## src/rtl/mem_access_unit.sv

```systemverilog
// Load/store unit between the core datapath and an Avalon-MM master port.
// It runs one request at a time, holds the bus transaction across waitrequest and returns the extended load data.
module mem_access_unit #(
  parameter bit BIG_ENDIAN = 1'b0
) (
  input  logic        clk,
  input  logic        reset_i,
  input  logic        req_i,
  input  logic        wen_i,
  input  logic [31:0] addr_i,
  input  logic [31:0] wdata_i,
  input  logic [1:0]  size_i,
  input  logic        sign_i,
  output logic        busy_o,
  output logic        done_o,
  output logic        err_o,
  output logic [31:0] rdata_o,
  output logic [31:0] address_o,
  output logic        read_o,
  output logic        write_o,
  input  logic        waitrequest_i,
  output logic [31:0] writedata_o,
  output logic [3:0]  byteenable_o,
  input  logic [31:0] readdata_i,
  output logic [1:0]  state_o
);

  // Avalon handshake: read_o/write_o and every address/data/enable output stay
  // constant while waitrequest_i=1. The transfer completes on the first rising
  // edge where a strobe is high and waitrequest_i=0.
  typedef enum logic [1:0] {
    IDLE   = 2'd0,
    ACCESS = 2'd1,
    DONE   = 2'd2
  } state_t;

  state_t      state_q, state_d;
  logic        wen_q, wen_d;
  logic        sign_q, sign_d;
  logic [1:0]  size_q, size_d;
  logic [1:0]  lane_q, lane_d;
  logic        busy_d, done_d, err_d, read_d, write_d;
  logic [31:0] rdata_d, address_d, writedata_d;
  logic [3:0]  be_d;

  function automatic logic legal(input logic [1:0] sz, input logic [1:0] a);
    case (sz)
      2'b00:   legal = 1'b1;
      2'b01:   legal = ~a[0];
      2'b10:   legal = (a == 2'b00);
      default: legal = 1'b0;
    endcase
  endfunction

  function automatic logic [3:0] be_of(input logic [1:0] sz, input logic [1:0] a);
    logic [3:0] le;
    case (sz)
      2'b00:   le = 4'b0001 << a;
      2'b01:   le = a[1] ? 4'b1100 : 4'b0011;
      default: le = 4'b1111;
    endcase
    if (BIG_ENDIAN) be_of = {le[0], le[1], le[2], le[3]};
    else            be_of = le;
  endfunction

  // The lane index is physical: in big-endian mode, byte n sits in lane 3-n.
  function automatic logic [31:0] extract(input logic [31:0] d, input logic [1:0] sz,
                                          input logic sg, input logic [1:0] lane);
    logic [7:0]  b;
    logic [15:0] h;
    case (lane)
      2'd0:    b = d[7:0];
      2'd1:    b = d[15:8];
      2'd2:    b = d[23:16];
      default: b = d[31:24];
    endcase
    h = lane[1] ? d[31:16] : d[15:0];
    case (sz)
      2'b00:   extract = {{24{sg & b[7]}}, b};
      2'b01:   extract = {{16{sg & h[15]}}, h};
      default: extract = d;
    endcase
  endfunction

  always_comb begin
    state_d     = state_q;
    wen_d       = wen_q;
    sign_d      = sign_q;
    size_d      = size_q;
    lane_d      = lane_q;
    busy_d      = busy_o;
    done_d      = 1'b0;
    err_d       = err_o;
    rdata_d     = rdata_o;
    address_d   = address_o;
    read_d      = read_o;
    write_d     = write_o;
    writedata_d = writedata_o;
    be_d        = byteenable_o;
    case (state_q)
      IDLE: begin
        if (req_i) begin
          wen_d  = wen_i;
          sign_d = sign_i;
          size_d = size_i;
          lane_d = BIG_ENDIAN ? ~addr_i[1:0] : addr_i[1:0];
          if (legal(size_i, addr_i[1:0])) begin
            state_d     = ACCESS;
            busy_d      = 1'b1;
            err_d       = 1'b0;
            read_d      = ~wen_i;
            write_d     = wen_i;
            address_d   = {addr_i[31:2], 2'b00};
            be_d        = be_of(size_i, addr_i[1:0]);
            case (size_i)
              2'b00:   writedata_d = {4{wdata_i[7:0]}};
              2'b01:   writedata_d = {2{wdata_i[15:0]}};
              default: writedata_d = wdata_i;
            endcase
          end else begin
            // Illegal requests complete without touching the bus.
            state_d = DONE;
            done_d  = 1'b1;
            err_d   = 1'b1;
          end
        end
      end
      ACCESS: begin
        if (!waitrequest_i) begin
          state_d = DONE;
          read_d  = 1'b0;
          write_d = 1'b0;
          busy_d  = 1'b0;
          done_d  = 1'b1;
          if (!wen_q) rdata_d = extract(readdata_i, size_q, sign_q, lane_q);
        end
      end
      DONE:    state_d = IDLE;
      default: state_d = IDLE;
    endcase
  end

  always_ff @(posedge clk or negedge reset_i) begin
    if (!reset_i) begin
      state_q      <= IDLE;
      wen_q        <= 1'b0;
      sign_q       <= 1'b0;
      size_q       <= 2'b00;
      lane_q       <= 2'b00;
      busy_o       <= 1'b0;
      done_o       <= 1'b0;
      err_o        <= 1'b0;
      rdata_o      <= 32'h0;
      address_o    <= 32'h0;
      read_o       <= 1'b0;
      write_o      <= 1'b0;
      writedata_o  <= 32'h0;
      byteenable_o <= 4'b0000;
    end else begin
      state_q      <= state_d;
      wen_q        <= wen_d;
      sign_q       <= sign_d;
      size_q       <= size_d;
      lane_q       <= lane_d;
      busy_o       <= busy_d;
      done_o       <= done_d;
      err_o        <= err_d;
      rdata_o      <= rdata_d;
      address_o    <= address_d;
      read_o       <= read_d;
      write_o      <= write_d;
      writedata_o  <= writedata_d;
      byteenable_o <= be_d;
    end
  end

  assign state_o = state_q;

endmodule

```

## config.mk

```make
export PLATFORM = sky130hd
export DESIGN_NAME = mem_access_unit
export DESIGN_NICKNAME = d
export VERILOG_FILES = /design/src/rtl/mem_access_unit.sv
export SDC_FILE = /design/constraint.sdc
export NUM_CORES = 1
export LEC_CHECK = 0
export BUFFER_PORTS_ARGS = -buffer_cell sky130_fd_sc_hd__buf_4
export CAP_MARGIN = 20
export CORE_MARGIN = 4
export CORE_UTILIZATION = 41
export CTS_BUF_LIST = sky130_fd_sc_hd__clkbuf_4 sky130_fd_sc_hd__clkbuf_8
export DETAILED_ROUTE_END_ITERATION = 12
export MAX_ROUTING_LAYER = met4
export PLACE_DENSITY = 0.7
export SLEW_MARGIN = 5
export SYNTH_ARGS = -nofsm -noshare
export SYNTH_HDL_FRONTEND = slang
export SYNTH_SLANG_ARGS = --single-unit
```

## constraint.sdc

```tcl
create_clock -name clk -period 4.6 [get_ports clk]
set_input_delay 0.23 -clock clk [delete_from_list [all_inputs] [get_ports clk]]
set_output_delay 0.23 -clock clk [all_outputs]
set_load 0.01 [all_outputs]
```

==> results of run 1 <==
per-layer routing:
layer  up-vias  share of wire (%)  global-route usage, %
met4         0                3.2                  8.948
met5         -                  0                      -
met1      2078                 41                  26.19
li1       2062                  -                      -
met3        32                 10                  7.163
met2       222                 45                  32.52
sequential cells by signal, indices dropped and copies added, names as in the netlist, 2 cells and up:
signal,cells
rdata_o,32
writedata_o,32
address_o,30
byteenable_o,4
lane_q,2
size_q,2
state_o,2
where the power goes:
group	internal (mW)	leakage, nW	switching (mW)
Clock	0.218	0.0892	0.344
Combinational	0.837	1.95	0.744
Sequential	1.36	1.33	0.272
cells by family (layout without fill, tap and decap cells):
family                    Yosys count  in the layout  synth area share, %
DFF                               111            111                54.24
muxes                              66             66                13.83
AOI/OAI and AO/OA                 117            117                15.49
and+or+nand+nor                   144            144                12.39
xor gates and xnor gates            1              1               0.1711
buffers and inverters              42            239                3.811
other                               1              2              0.07323
layout by cell type (no fill, tap or decap), types with 5 or more instances in the layout:
| cell | n |
|---|---|
| o21bai_1 | 5 |
| inv_1 | 8 |
| nand2_1 | 70 |
| a22o_1 | 14 |
| mux2_2 | 38 |
| o21ai_0 | 33 |
| mux2i_1 | 28 |
| a21oi_1 | 30 |
| nor3_1 | 12 |
| buf_4 | 213 |
| a21oi_2 | 11 |
| a2111oi_0 | 5 |
| dfrtp_1 | 111 |
| a22oi_1 | 8 |
| clkbuf_8 | 10 |
| nor2_1 | 41 |
metrics by stage:
step | total power, mW | area, sq um | utilization, % | cells | setup WS, ns
after floorplan | 2.361 | 5125 | - | 483 | 2.743
after global placement | 3.196 | 6780 | 55.98 | 830 | 1.991
after detailed placement | 3.248 | 6780 | 55.98 | 830 | 1.888
after CTS | 3.806 | 6955 | 57.43 | 845 | 1.864
after global routing | 4.023 | 7004 | 57.83 | 848 | 1.903
final | 3.774 | 7004 | 57.83 | 848 | 1.978
worst max-delay path: stages (launching register included):
cell and delay (ns):
dfrtp_1 1.03, or3b_2 0.26, o22ai_2 0.10, a211oi_4 0.86, a21oi_1 0.20
area by class of cell:
type                    count  area share (%)
well taps                 168           3.001
flip-flops and latches    111           39.66
clock buffers              11           2.072
repair buffers            216           23.53
clock inverters             4          0.4287
inverters                   8          0.4287
multi-input cells         330           30.89
worst max-delay path by stage:
stage,from,end,slack [ns],cells past startpoint
2_1_floorplan,state_o[1]$_DFFE_PN0P_,rdata_o[18]$_DFFE_PN0P_,2.74,6
4_1_cts,state_o[1]$_DFFE_PN0P_,rdata_o[28]$_DFFE_PN0P_,1.86,4
3_3_place_gp,state_o[1]$_DFFE_PN0P_,rdata_o[30]$_DFFE_PN0P_,1.99,4
3_5_place_dp,state_o[1]$_DFFE_PN0P_,rdata_o[28]$_DFFE_PN0P_,1.89,4
5_1_grt,size_q[1]$_DFFE_PN0P_,rdata_o[1]$_DFFE_PN0P_,1.90,5
6_report,size_q[1]$_DFFE_PN0P_,rdata_o[28]$_DFFE_PN0P_,1.98,4
==> reports/metrics.yaml, run 1 <==
status: "complete, no violations"
seq_area_sq_um: 2778
maxCapViolCount: 0
drive_gt1_share_pct: 42.65
dr.pass1.iters: 5
ys_seq_elements: 111
min_period_over_period_pct: 56.99
hold_end: "read_o$_DFFE_PN0P_"
critical_path_class: "reg2reg"
multiInputGateArea_sq_um: 2163
reg2reg_depth: 4
netlist.area_leader.share_pct: 54.24
synth_cells: 482
endpoint_kind: "register"
rrSetupSlack_ns: 1.98
hold_ws_ns: 0.03556
slew_violations: 0
synth-seq-area-share_pct: 54.24
io_pins: 211
rsz0062_at_grt: "no"
critPathMaxFanout: 33
nets: 780
r2r_start: "size_q[1]$_DFFE_PN0P_"
place.gp.congestion: 0.9419
grt_pass1_vias: 4420
arrival_ns: 2.86
synth_area_sq_um: 5121
synth-edff-count: 0
die_h_um: 119.8
dp_hpwl_um: 11200
fmax_mhz: 381.4
detail-route-antenna-nets: 0
grt_max_degree: 83
r2r_end: "rdata_o[28]$_DFFE_PN0P_"
initial_core_util_pct: 42.28
syn_avg_cell_area_sq_um: 10.62
fillers: 1085
synth_area_leader_cell: "dfrtp_1"
worst_pin_slew_ns: 1.033
ir_worst_vdd_v: 0.0002609
cts_max_path_buffers: 2
die_w_um: 119.8
synth_most_common_cell: "dfrtp_1"
grt_usage_pct: 21.35
cts_tree: "yes"
clock-root-buffer: "clkbuf_8"
rows: 40
io_buffers: 208
cts.sinks: 111
ys.flop_type: "dfrtp_1"
relSlewSlack_pct: 31.13
postCtsSetupBuffers: 0
netlist_top_cells_area: "dfrtp_1 (54%), mux2_2 (8.4%), mux2i_1 (5.5%)"
yosysUniqueCellTypes: 45
drc: 0
die_area_sq_um: 14340
avgRoutedWirePerCell_um: 17.74
skew_ns: 0.01015
cts_buffers: 9
cts_resized: 0
min_path_type: "in2reg"
worstPathRequired_ns: 4.83
hold_viol_final: 0
power_leakage_nw: 3.363
drtIter0Drc: 364
antenna_found_initial: 0
htreeDepth: 3
drt-total-wl_um: 15050
vias_per_cell: 5.182
path_clk_slew_ns: 0.11
power_density_nw_per_um2: 538.8
setup_tns_ns: 0
ys_warn_count: 0
diodes: 0
min_period_ns: 2.622
hp-start: "wen_i"
postCtsHoldBufs: 0
synth_common_cells: "dfrtp_1 (111), nand2_1 (70), nor2_1 (41), mux2_2 (38), o21ai_0 (34)"
hold_depth: 2
synthArstFlopShare_pct: 100.0
core_area_sq_um: 12110
start_kind: "register"
clock_latency_ns: 0.39
grt_first_pass_wirelength_um: 23360
overflow: 0
vias: 4394
finalSetupViolations: 0
synthToLayoutAreaGrowth_pct: 36.77
Note: power is estimated with default switching activity, not from simulation.
==> run 2, diff against run 1 <==
clock period = 2.6 ns   (was 4.6 ns; I/O delays follow)
==> run 2 against run 1 <==
  * Final area increased by 6.6%
  * Sequential share of layout area decreased by 2.4 points
  * Largest power group unchanged
  * Non-clock buffer count increased by 44
  * Clock power increased by 94%
  * Global-route usage increased by 1.6 points
  * Core utilization increased by 3.8 points
  * First-iteration DRC count decreased by 24%
  * Hold slack got worse by 0.023 ns
==> reports/metrics.yaml, run 2 (synthesis gave the netlist of run 1 again) <==
status: "complete, no violations"  # unchanged
fmax_mhz: 468.3  # was 381.4 MHz
arrival_ns: 2.46  # was 2.86 ns
finalSetupViolations: 0  # unchanged
grtUsageMet3_pct: 6.692  # was 7.163%
antenna_found_initial: 0  # unchanged
pre_cts_ws_ns: 0.5381  # was 1.888 ns
cts_tree: "yes"  # unchanged
place.gp.congestion: 0.9531  # was 0.9419
drt-total-wl_um: 16070  # was 15050 um
setup_tns_ns: 0  # unchanged
grt_use_met1_pct: 27.82  # was 26.19%
hold_viol_final: 0  # unchanged
cts.sinks: 111  # unchanged
min_period_over_period_pct: 82.14  # was 56.99%
grt_max_degree: 93  # was 83
worstPathRequired_ns: 2.93  # was 4.83 ns
drive_gt1_share_pct: 40.41  # was 42.65%
combPwrFrac_pct: 42.1  # was 41.9%
slew_violations: 0  # unchanged
die_w_um: 119.8  # unchanged
diodes: 0  # unchanged
io_buffers: 208  # unchanged
dr.pass1.iters: 7  # was 5
cts_max_path_buffers: 2  # unchanged
vias: 4659  # was 4394
skew_ns: 0.01458  # was 0.01015 ns
final_cell_mix: "buf_4 (215), dfrtp_1 (111), nand2_1 (70)"  # was buf_4 (213), dfrtp_1 (111), nand2_1 (70)
multiInputGateArea_sq_um: 2163  # unchanged
worst_pin_slew_ns: 0.6181  # was 1.033 ns
overflow: 0  # unchanged
drtIter0Drc: 276  # was 364
met2_usage_pct: 36.12  # was 32.52%
power.switching_mw: 2.476  # was 1.361 mW
layout_commonest_cell: "buf_4"  # unchanged
switching_share_pct: 36.02  # was 36.05%
nets: 824  # was 780
power_leakage_nw: 3.559  # was 3.363 nW
critPathMaxFanout: 14  # was 33
seq_area_sq_um: 2778  # unchanged
dp_hpwl_um: 11520  # was 11200 um
htreeDepth: 3  # unchanged
drc: 0  # unchanged
cts_buffers: 9  # unchanged
fin_ws_ns: 0.4645  # was 1.978 ns
path_clk_slew_ns: 0.11  # about the same
clock-root-buffer: "clkbuf_8"  # unchanged
rsz0062_at_grt: "no"  # unchanged
endpoint_kind: "register"  # unchanged
largestRegisters: "rdata_o x32, writedata_o x32, address_o x30"  # unchanged
die_area_sq_um: 14340  # unchanged
min_period_ns: 2.136  # was 2.622 ns
critical_path_class: "reg2reg"  # unchanged
grt_usage_pct: 22.95  # was 21.35%
start_kind: "register"  # unchanged
ir_worst_vdd_v: 0.0005228  # was 0.0002609 V
clock_latency_ns: 0.39  # about the same
relSlewSlack_pct: 58.80  # was 31.13%
grt_first_pass_wirelength_um: 25140  # was 23360 um
core_area_sq_um: 12110  # unchanged
grt_pass1_vias: 4833  # was 4420
postCtsSetupBuffers: 0  # unchanged
avgRoutedWirePerCell_um: 18.00  # was 17.74 um
min_path_type: "in2reg"  # unchanged
die_h_um: 119.8  # unchanged
maxCapViolCount: 0  # unchanged
synthToLayoutAreaGrowth_pct: 45.76  # was 36.77%
initial_core_util_pct: 42.28  # unchanged
rows: 40  # unchanged
power_density_nw_per_um2: 920.8  # was 538.8 nW/um^2
io_pins: 211  # unchanged
p_clk_share_pct: 15.8  # was 14.9%
detail-route-antenna-nets: 0  # unchanged
grt_busiest_layer: "met2"  # unchanged
fillers: 1057  # was 1085
p_int_mw: 4.397  # was 2.413 mW
seqPwrFrac_pct: 42.1  # was 43.2%
vias_per_cell: 5.217  # was 5.182
cts_resized: 0  # unchanged
-- run 2: power groups by stage --
stage / clock (mW) / sequential, mW / combinational, mW
finish: 1.09 / 2.89 / 2.89
global route: 1.18 / 2.99 / 3.14
CTS: 1.12 / 2.89 / 2.91
detailed placement: 0 / 2.92 / 2.86
global placement: 0 / 2.87 / 2.80
floorplan: 0 / 3.11 / 1.07
-- run 2: final timing paths --
check                                       startpoint                     endpoint  slack (ns)  depth (start not counted)
max                             state_o[1]$_DFFE_PN0P_       rdata_o[1]$_DFFE_PN0P_        0.46                          5
min                                          addr_i[1]        lane_q[1]$_DFFE_PN0P_        0.01                          3
max reg2reg                     state_o[1]$_DFFE_PN0P_       rdata_o[1]$_DFFE_PN0P_        0.46                          5
min reg2reg                writedata_o[10]$_DFFE_PN0P_  writedata_o[10]$_DFFE_PN0P_        0.49                          2
max in group asynchronous                      reset_i  byteenable_o[2]$_DFFE_PN0P_        1.51                          3
min in group asynchronous                      reset_i     address_o[6]$_DFFE_PN0P_        0.32                          2
-- run 2: layout make-up --
type                    instances  area share [%]
clock buffers                  10           1.760
repair buffers                260           27.92
inverters                       8          0.4023
flip-flops and latches        111           37.21
clock inverters                 6          0.9051
well taps                     168           2.816
multi-input cells             330           28.98
-- run 2: routing by layer --
metal  share of wire (%)  wire [um]  up-vias
met4                 2.5        397        0
met2                  47       7623      230
met1                  41       6592     2248
met3                 9.1       1461       32
met5                   0          0        -
li1                    -          -     2149
-- run 2: critical path: stages (launching register included) --
cell	delay [ns]
dfrtp_1	0.47
or3b_4	0.45
or2_0	0.32
buf_4	0.24
a2111oi_0	0.40
a22o_1	0.20
-- run 2: metrics by stage --
step	hold WS (ns)	instances	utilization [%]	cell area (sq um)	power, mW
floorplan	-0.1656	483	-	5125	4.178
global placement	0.1734	834	56.44	6835	5.669
CTS	0.00002945	892	61.55	7455	6.922
global route	0.007689	893	61.63	7465	7.307
finish	0.01288	893	61.63	7465	6.873
detailed placement	0.1835	834	56.44	6835	5.781
-- run 2: repair_timing --
action                                 CTS  global route
endpoints found under the hold margin   87             1
hold buffers                            42             1
setup endpoints to repair                0             0
